## src/rtl/m_macstrobe8.sv

```systemverilog
// m_macstrobe8: registered 8-way one-hot strobe sequencer (start index + burst length).
// Latency: LOAD sampled at edge n gives the first strobe on Q right after that edge; DONE follows the last strobe.
// Backpressure: HOLD freezes an active burst, ABORT kills it without DONE, and LOAD is ignored while ACTIVE.
//
// Ports:
//   CLK    system clock, rising edge
//   RESET  asynchronous active-high reset
//   SEL    [2:0] start line of the burst, sampled with LOAD
//   LEN    [2:0] burst length, sampled with LOAD (0 encodes 8)
//   LOAD   start request, honoured in IDLE or FINISH only
//   HOLD   freeze the active burst for one cycle per sampled-high edge
//   ABORT  terminate the active burst, no DONE
//   Q      [7:0] one-hot strobe lines, registered
//   BUSY   high while a burst is active
//   DONE   one-cycle pulse after the last strobe of a completed burst

module m_macstrobe8 (
   input  logic       CLK,
   input  logic       RESET,
   input  logic [2:0] SEL,
   input  logic [2:0] LEN,
   input  logic       LOAD,
   input  logic       HOLD,
   input  logic       ABORT,
   output logic [7:0] Q,
   output logic       BUSY,
   output logic       DONE
);

   typedef enum logic [1:0] {
      ST_IDLE   = 2'd0,
      ST_ACTIVE = 2'd1,
      ST_FINISH = 2'd2
   } state_t;

   state_t     state;
   state_t     state_nxt;
   logic [2:0] idx;
   logic [2:0] idx_nxt;
   logic [3:0] rem;
   logic [3:0] rem_nxt;

   logic [3:0] len_dec;
   logic       start;
   logic [7:0] q_nxt;
   logic       busy_nxt;
   logic       done_nxt;

   // LEN=0 encodes a full 8-strobe burst.
   assign len_dec = (LEN == 3'd0) ? 4'd8 : {1'b0, LEN};

   // Next-state and next-output logic. The outputs are computed from the
   // next state so that they can be registered and still line up with the
   // state they describe.
   always_comb begin
      state_nxt = state;
      idx_nxt   = idx;
      rem_nxt   = rem;
      start     = 1'b0;

      case (state)
         ST_IDLE: begin
            if (LOAD) begin
               start = 1'b1;
            end
         end

         ST_ACTIVE: begin
            // ABORT beats HOLD, which beats advance.
            if (ABORT) begin
               state_nxt = ST_IDLE;
            end else if (HOLD) begin
               state_nxt = ST_ACTIVE;
            end else if (rem == 4'd1) begin
               state_nxt = ST_FINISH;
            end else begin
               idx_nxt = idx + 3'd1;   // 3-bit add wraps 7 -> 0
               rem_nxt = rem - 4'd1;
            end
         end

         ST_FINISH: begin
            // A LOAD here chains straight into the next burst without an idle gap.
            if (LOAD) begin
               start = 1'b1;
            end else begin
               state_nxt = ST_IDLE;
            end
         end

         default: begin
            state_nxt = ST_IDLE;
         end
      endcase

      if (start) begin
         state_nxt = ST_ACTIVE;
         idx_nxt   = SEL;
         rem_nxt   = len_dec;
      end

      q_nxt    = 8'h00;
      busy_nxt = 1'b0;
      done_nxt = 1'b0;
      if (state_nxt == ST_ACTIVE) begin
         q_nxt    = 8'h01 << idx_nxt;
         busy_nxt = 1'b1;
      end
      if (state_nxt == ST_FINISH) begin
         done_nxt = 1'b1;
      end
   end

   always_ff @(posedge CLK or posedge RESET) begin
      if (RESET) begin
         state <= ST_IDLE;
         idx   <= 3'd0;
         rem   <= 4'd0;
         Q     <= 8'h00;
         BUSY  <= 1'b0;
         DONE  <= 1'b0;
      end else begin
         state <= state_nxt;
         idx   <= idx_nxt;
         rem   <= rem_nxt;
         Q     <= q_nxt;
         BUSY  <= busy_nxt;
         DONE  <= done_nxt;
      end
   end

endmodule

```

## config.mk

```make
export PLATFORM = sky130hd
export DESIGN_NAME = m_macstrobe8
export DESIGN_NICKNAME = d
export VERILOG_FILES = /design/src/rtl/m_macstrobe8.sv
export SDC_FILE = /design/constraint.sdc
export NUM_CORES = 1
export LEC_CHECK = 0
export CORE_UTILIZATION = 23
export CTS_CLUSTER_SIZE = 28
export DETAILED_ROUTE_END_ITERATION = 10
export PLACE_DENSITY_LB_ADDON = 0.2
export SYNTH_ARGS = -nofsm -noshare
export SYNTH_HDL_FRONTEND = slang
export SYNTH_SLANG_ARGS = --single-unit
```

## constraint.sdc

```tcl
create_clock -name CLK -period 2.41 [get_ports CLK]
set_clock_uncertainty 0.05 [all_clocks]
set_input_delay 0.482 -clock CLK [delete_from_list [all_inputs] [get_ports CLK]]
set_output_delay 0.482 -clock CLK [all_outputs]
set_load 0.03 [all_outputs]
```

# Word-level counts from Yosys, hierarchy flattened
# Index checks and enable logic that the tools add are counted.
op_classes:
  n_addsub: 2
  reduce_logical: 5
  n_mux: 22
  shifts: 1
  n_eq_ne: 8
op_table:
  columns: ["op", "n"]
  rows:
  - ["$mux 4", 6]
  - ["$mux 3", 5]
  - ["$mux 2", 5]
  - ["$mux 8", 1]
  - ["$shl 1x3->8 const A", 1]
  - ["$pmux 2 s3", 1]
  - ["$eq 2x1->1 const B", 2]
  - ["$eq 2x2->1 const B", 2]
  - ["$eq 4x1->1 const B", 1]
  - ["$mux 1", 4]
  - ["$ne 2x1->1 const B", 2]
  - ["$reduce_and 4->1", 1]
  - ["$sub 4x1->4 const B", 1]
  - ["$add 3x1->3 const B", 1]
  - ["$logic_not 3->1", 1]
  - ["$logic_not 2->1", 1]
  - ["$ne 2x2->1 const B", 1]
  - ["$reduce_bool 2->1", 1]
  - ["$reduce_or 2->1", 1]
word_totals:
  word_cells: 44
  inputBits: 11
  register_bits: 19

# Logic depth before layout (Yosys ltp)
logic_depth:
  word_depth: 8
  depth_mapped: 8
  ltp_nobuf: 7

# Worst setup path after synthesis
# Ideal clock, no wire load.
synth_path:
  kind: "register to register"
  from: "register rem[1]"
  to: "register Q[3]"
  required_time_ns: 2.215
  path_stages_with_launch: 8
  t_arrival_ns: 1.805
  setup_time_ns: 0.145
  n_path_buf: 1
  slack_ns: 0.410
  cell_sequence: "dfrtp_1 > inv_1 > ha_1 > or3b_1 > buf_6 > and3_2 > o311ai_0 > nor3b_1"
synth_via:
  elab_chain_cells: 8
synth_rtl:
  columns: ["element", "line_no", "source"]
  rows:
  - ["from (decl)", "40", "logic [3:0] rem;"]
  - ["from (signal assigned)", "125", "rem <= rem_nxt;"]
  - ["$eq 4x1->1 (*)", "74", "end else if (rem == 4'd1) begin"]
  - ["$mux 2 / $mux 3 (equally long branches)", "74", null]
  - ["$mux 2 / $mux 3 (equally long branches)", "72", "end else if (HOLD) begin"]
  - ["$mux 2 / $mux 3 (equally long branches)", "70", "if (ABORT) begin"]
  - ["$pmux 2 s3 / $mux 3 (equally long branches)", "61", "case (state)"]
  - ["$mux 2 / $mux 3 (equally long branches)", "96", "if (start) begin"]
  - ["$eq 2x1->1 / $shl 1x3->8 (equally long branches)", "105, 106", null]
  - ["$mux 8 (*)", "105", "if (state_nxt == ST_ACTIVE) begin"]
  - ["net q_nxt[3]", "45", "logic [7:0] q_nxt;"]
  - ["to (signal assigned)", "126", "Q <= q_nxt;"]
  - ["to (decl)", "25", "output logic [7:0] Q,"]
# Mark *: on every way through the listed nets, which the timed path passes. The rest lies on a longest branch.
# A chain may end at the register's enable or synchronous reset.

# Worst setup path after layout
layout_path:
  from: "input port HOLD"
  to: "register Q[2]"
layout_via:
  elab_chain_cells: 6
layout_rtl:
  columns: ["element", "line_no", "source"]
  rows:
  - ["from (decl)", "23", "input logic HOLD,"]
  - ["$mux 2 / $mux 3 (equally long branches)", "72", null]
  - ["$mux 2 / $mux 3 (equally long branches)", "70", null]
  - ["$pmux 2 s3 / $mux 3 (equally long branches)", "61", null]
  - ["$mux 2 / $mux 3 (equally long branches)", "96", null]
  - ["$eq 2x1->1 / $shl 1x3->8 (equally long branches)", "105, 106", null]
  - ["$mux 8 (*)", "105", null]
  - ["net q_nxt[2]", "45", null]
# Marked as above.

==> impl_metrics.toml <==
[logic_synthesis]
synth-xor-area-share_pct = 3.50
ys_types = 38
synth-simple-area-share_pct = 22.4
synthMuxAreaShare_pct = 2.13
yosysSeqAreaShare_pct = 47.6
synth_compound_area_share_pct = 15.5
ys_warn_count = 0
synth_top_family_by_area = "simple AND/OR/NAND/NOR gates"
syn_inst = 91
syn_area_um2 = 1000
yosys.area.top_type_share_pct = 47.6
yosysTopAreaCell = "dfrtp_1"
synth-adder-area-share_pct = 3.75
synth_nets = 105
avgSynthCellArea_um2 = 11.0
synthTopCellsByArea = "dfrtp_1, ha_1, o21ai_0, a2111oi_2, xnor2_1"
yosys_register_bits = 19

[floorplanning]
num_rows = 23
die_h_um = 67.9
die_width_um = 67.9
start_util_pct = 24.5
io_pins = 21
die-area_mm2 = 0.00461
fp.coreArea_mm2 = 0.00409

[layout]
syn2layout_area_growth_pct = 35.5
post-route-util_pct = 33.2
antenna-diode-count = 0
drive_gt1_share_pct = 20.8
final_common_cell = "clkdlybuf4s50_1"
fin_area_mm2 = 0.00136
most-common-layout-cells = "clkdlybuf4s50_1, dfrtp_1, buf_4"
final_nets = 135

[clock_tree]
clockRootBuffer = "clkbuf_8"
cts-htree-levels = 1
clockBufferDepth = 2
post_cts_buffers = 0
clkTransAtPathRegs_ns = 0.07
cts_tree = "built"
clk_latency_ns = 0.26
cts_made_buffers = 3
ctsHoldBuffers = 0
clock_sinks = 19
cts_resized = 0

[job]
drv_cap = 0

[hold_path]
hp-start = "rem[3]"
holdCritPathClass = "flip-flop to flip-flop"

[critical_path]
endpoint_kind = "flip-flop"
path_class = "primary input to flip-flop"
reg2reg_setup_slack_ns = 0.30
crit_required_ns = 2.49
crit_end = "Q[2]"
cp_max_fo = 6
r2r_end = "Q[3]"
cp_slowest_stage_delay_ns = 0.46
critPathLaunchType = "primary input"
crit_chain = "clkdlybuf4s50_1 > nor4b_4 > nand2_1 > buf_4 > o21ai_0 > a211oi_1"
crit_path_start = "HOLD"
timing.rr.start = "rem[1]"
critical_path_depth = 6
cp.arrival_ns = 2.19
critPathSlowestCell = "clkdlybuf4s50_1"
rr_worst_depth = 6
worst_path_dominant_cell_family = "buffers and inverters"
worst-path-buf-inv = 2

[route]
drtAntennaViolNets = 0
firstDrtPassIters = 4
drt_iter0_drc = 50
drt-wirelength-per-cell_um = 13.4
routed_wl_um = 2280
route.detailed.drc = 0
vias = 793
viasPerCell = 4.66

[timing]
layout_min_cycle_time_ns = 2.12
fmax_mhz = 473
final-max-slew-violation-count = 0
tns_ns = 0
max_slew_margin_pct = 50.6
finalCritPeriodShare_pct = 87.8
rsz0062_at_grt = "false"
hold_slack_ns = 0.591
setup_violations = 0
hold_violations = 0
tightest_slew_ns = 0.740

[power]
power_density_mw_per_mm2 = 919
leakage_nw = 0.562
finalPower_mw = 1.25
ir_worst_vdd_v = 0.000196

[global_routing]
antenna_found_initial = 0
grt_usage_pct = 11.4
grt_pass1_vias = 804
overflow = 0
grt_pass1_wl_um = 3740
grt_max_degree = 20

[place]
dp_hpwl_um = 1790
routabilityCongestion = 0.749
io_buffers = 20
placed_area_mm2 = 0.00131

[outcome]
run_status = "completed"
-- how the worst min path moves through the flow --
stage / end / slack (ns) / cells past startpoint
floorplan: BUSY / 0.38 / 1
global placement: rem[0] / 0.58 / 2
detailed placement: rem[3] / 0.58 / 2
CTS: rem[3] / 0.60 / 2
global route: rem[0] / 0.64 / 2
finish: rem[3] / 0.59 / 2
-- synthesized netlist by cell type (all sizes together) --
cell and n:
a2111oi 2, a211oi 3, a21oi 2, a311oi 1
and3 2, and4 1, buf 5, dfrtp 19
ha 3, inv 6, mux2 1, mux2i 1
nand2 3, nand2b 3, nand3 1, nor2 4
nor2b 1, nor3 6, nor3b 3, nor4b 3
o21a 1, o21ai 7, o311ai 1, o31a 1
o32a 1, o32ai 1, or2 1, or3 1
or3b 2, or4 1, xnor2 3, xor2 1
-- cell type report --
cell class	count	area, µm²
Clock inverter	1	5.00
Multi-Input combinational cell	61	473
Tap cell	50	62.6
Timing Repair Buffer	30	275
Fill cell	418	2730
Sequential cell	19	475
Clock buffer	3	41.3
Inverter	6	22.5
-- tightest hold or removal path, stage by stage (launching register included) --
cell and delay (ns):
dfrtp_1 0.40, xor2_1 0.08, o21ai_0 0.12
-- state kept, by name, indices dropped and copies added (netlist names) --
name	count
Q	8
rem	4
idx	3
state	2
BUSY	1
DONE	1
-- logic make-up (layout without fill, tap and decap cells) --
family                   count (synthesis)  after routing
AND/OR/NAND/NOR                         32             32
AO/OA/AOI/OAI                           20             20
flip-flops                              19             19
buffers and inverters                   11             40
XOR/XNOR                                 4              4
adder cells (fa/ha/maj)                  3              3
multiplexers                             2              2
-- stage by stage --
stage | setup WS [ns] | std cells
global placement | 0.0365 | 166
CTS | 0.280 | 170
global route | 0.0920 | 170
floorplan | 0.410 | 91
detailed placement | 0.0406 | 166
finish | 0.294 | 170
-- power by group --
part	switching, mW	leakage [nW]	internal [mW]
Sequential	0.0661	0.244	0.404
Combinational	0.297	0.292	0.256
Clock	0.108	0.0255	0.115
Total	0.471	0.562	0.775
-- layer usage --
| metal | vias up | GRT usage [%] | share of wire [%] |
|---|---|---|---|
| met4 | 0 | 7.03 | 2.5 |
| met2 | 17 | 16.5 | 46 |
| met3 | 4 | 2.00 | 3.5 |
| met1 | 380 | 15.4 | 48 |
| li1 | 392 | - | - |
| met5 | - | 0 | 0 |
Power figures use the tool's default switching activity.
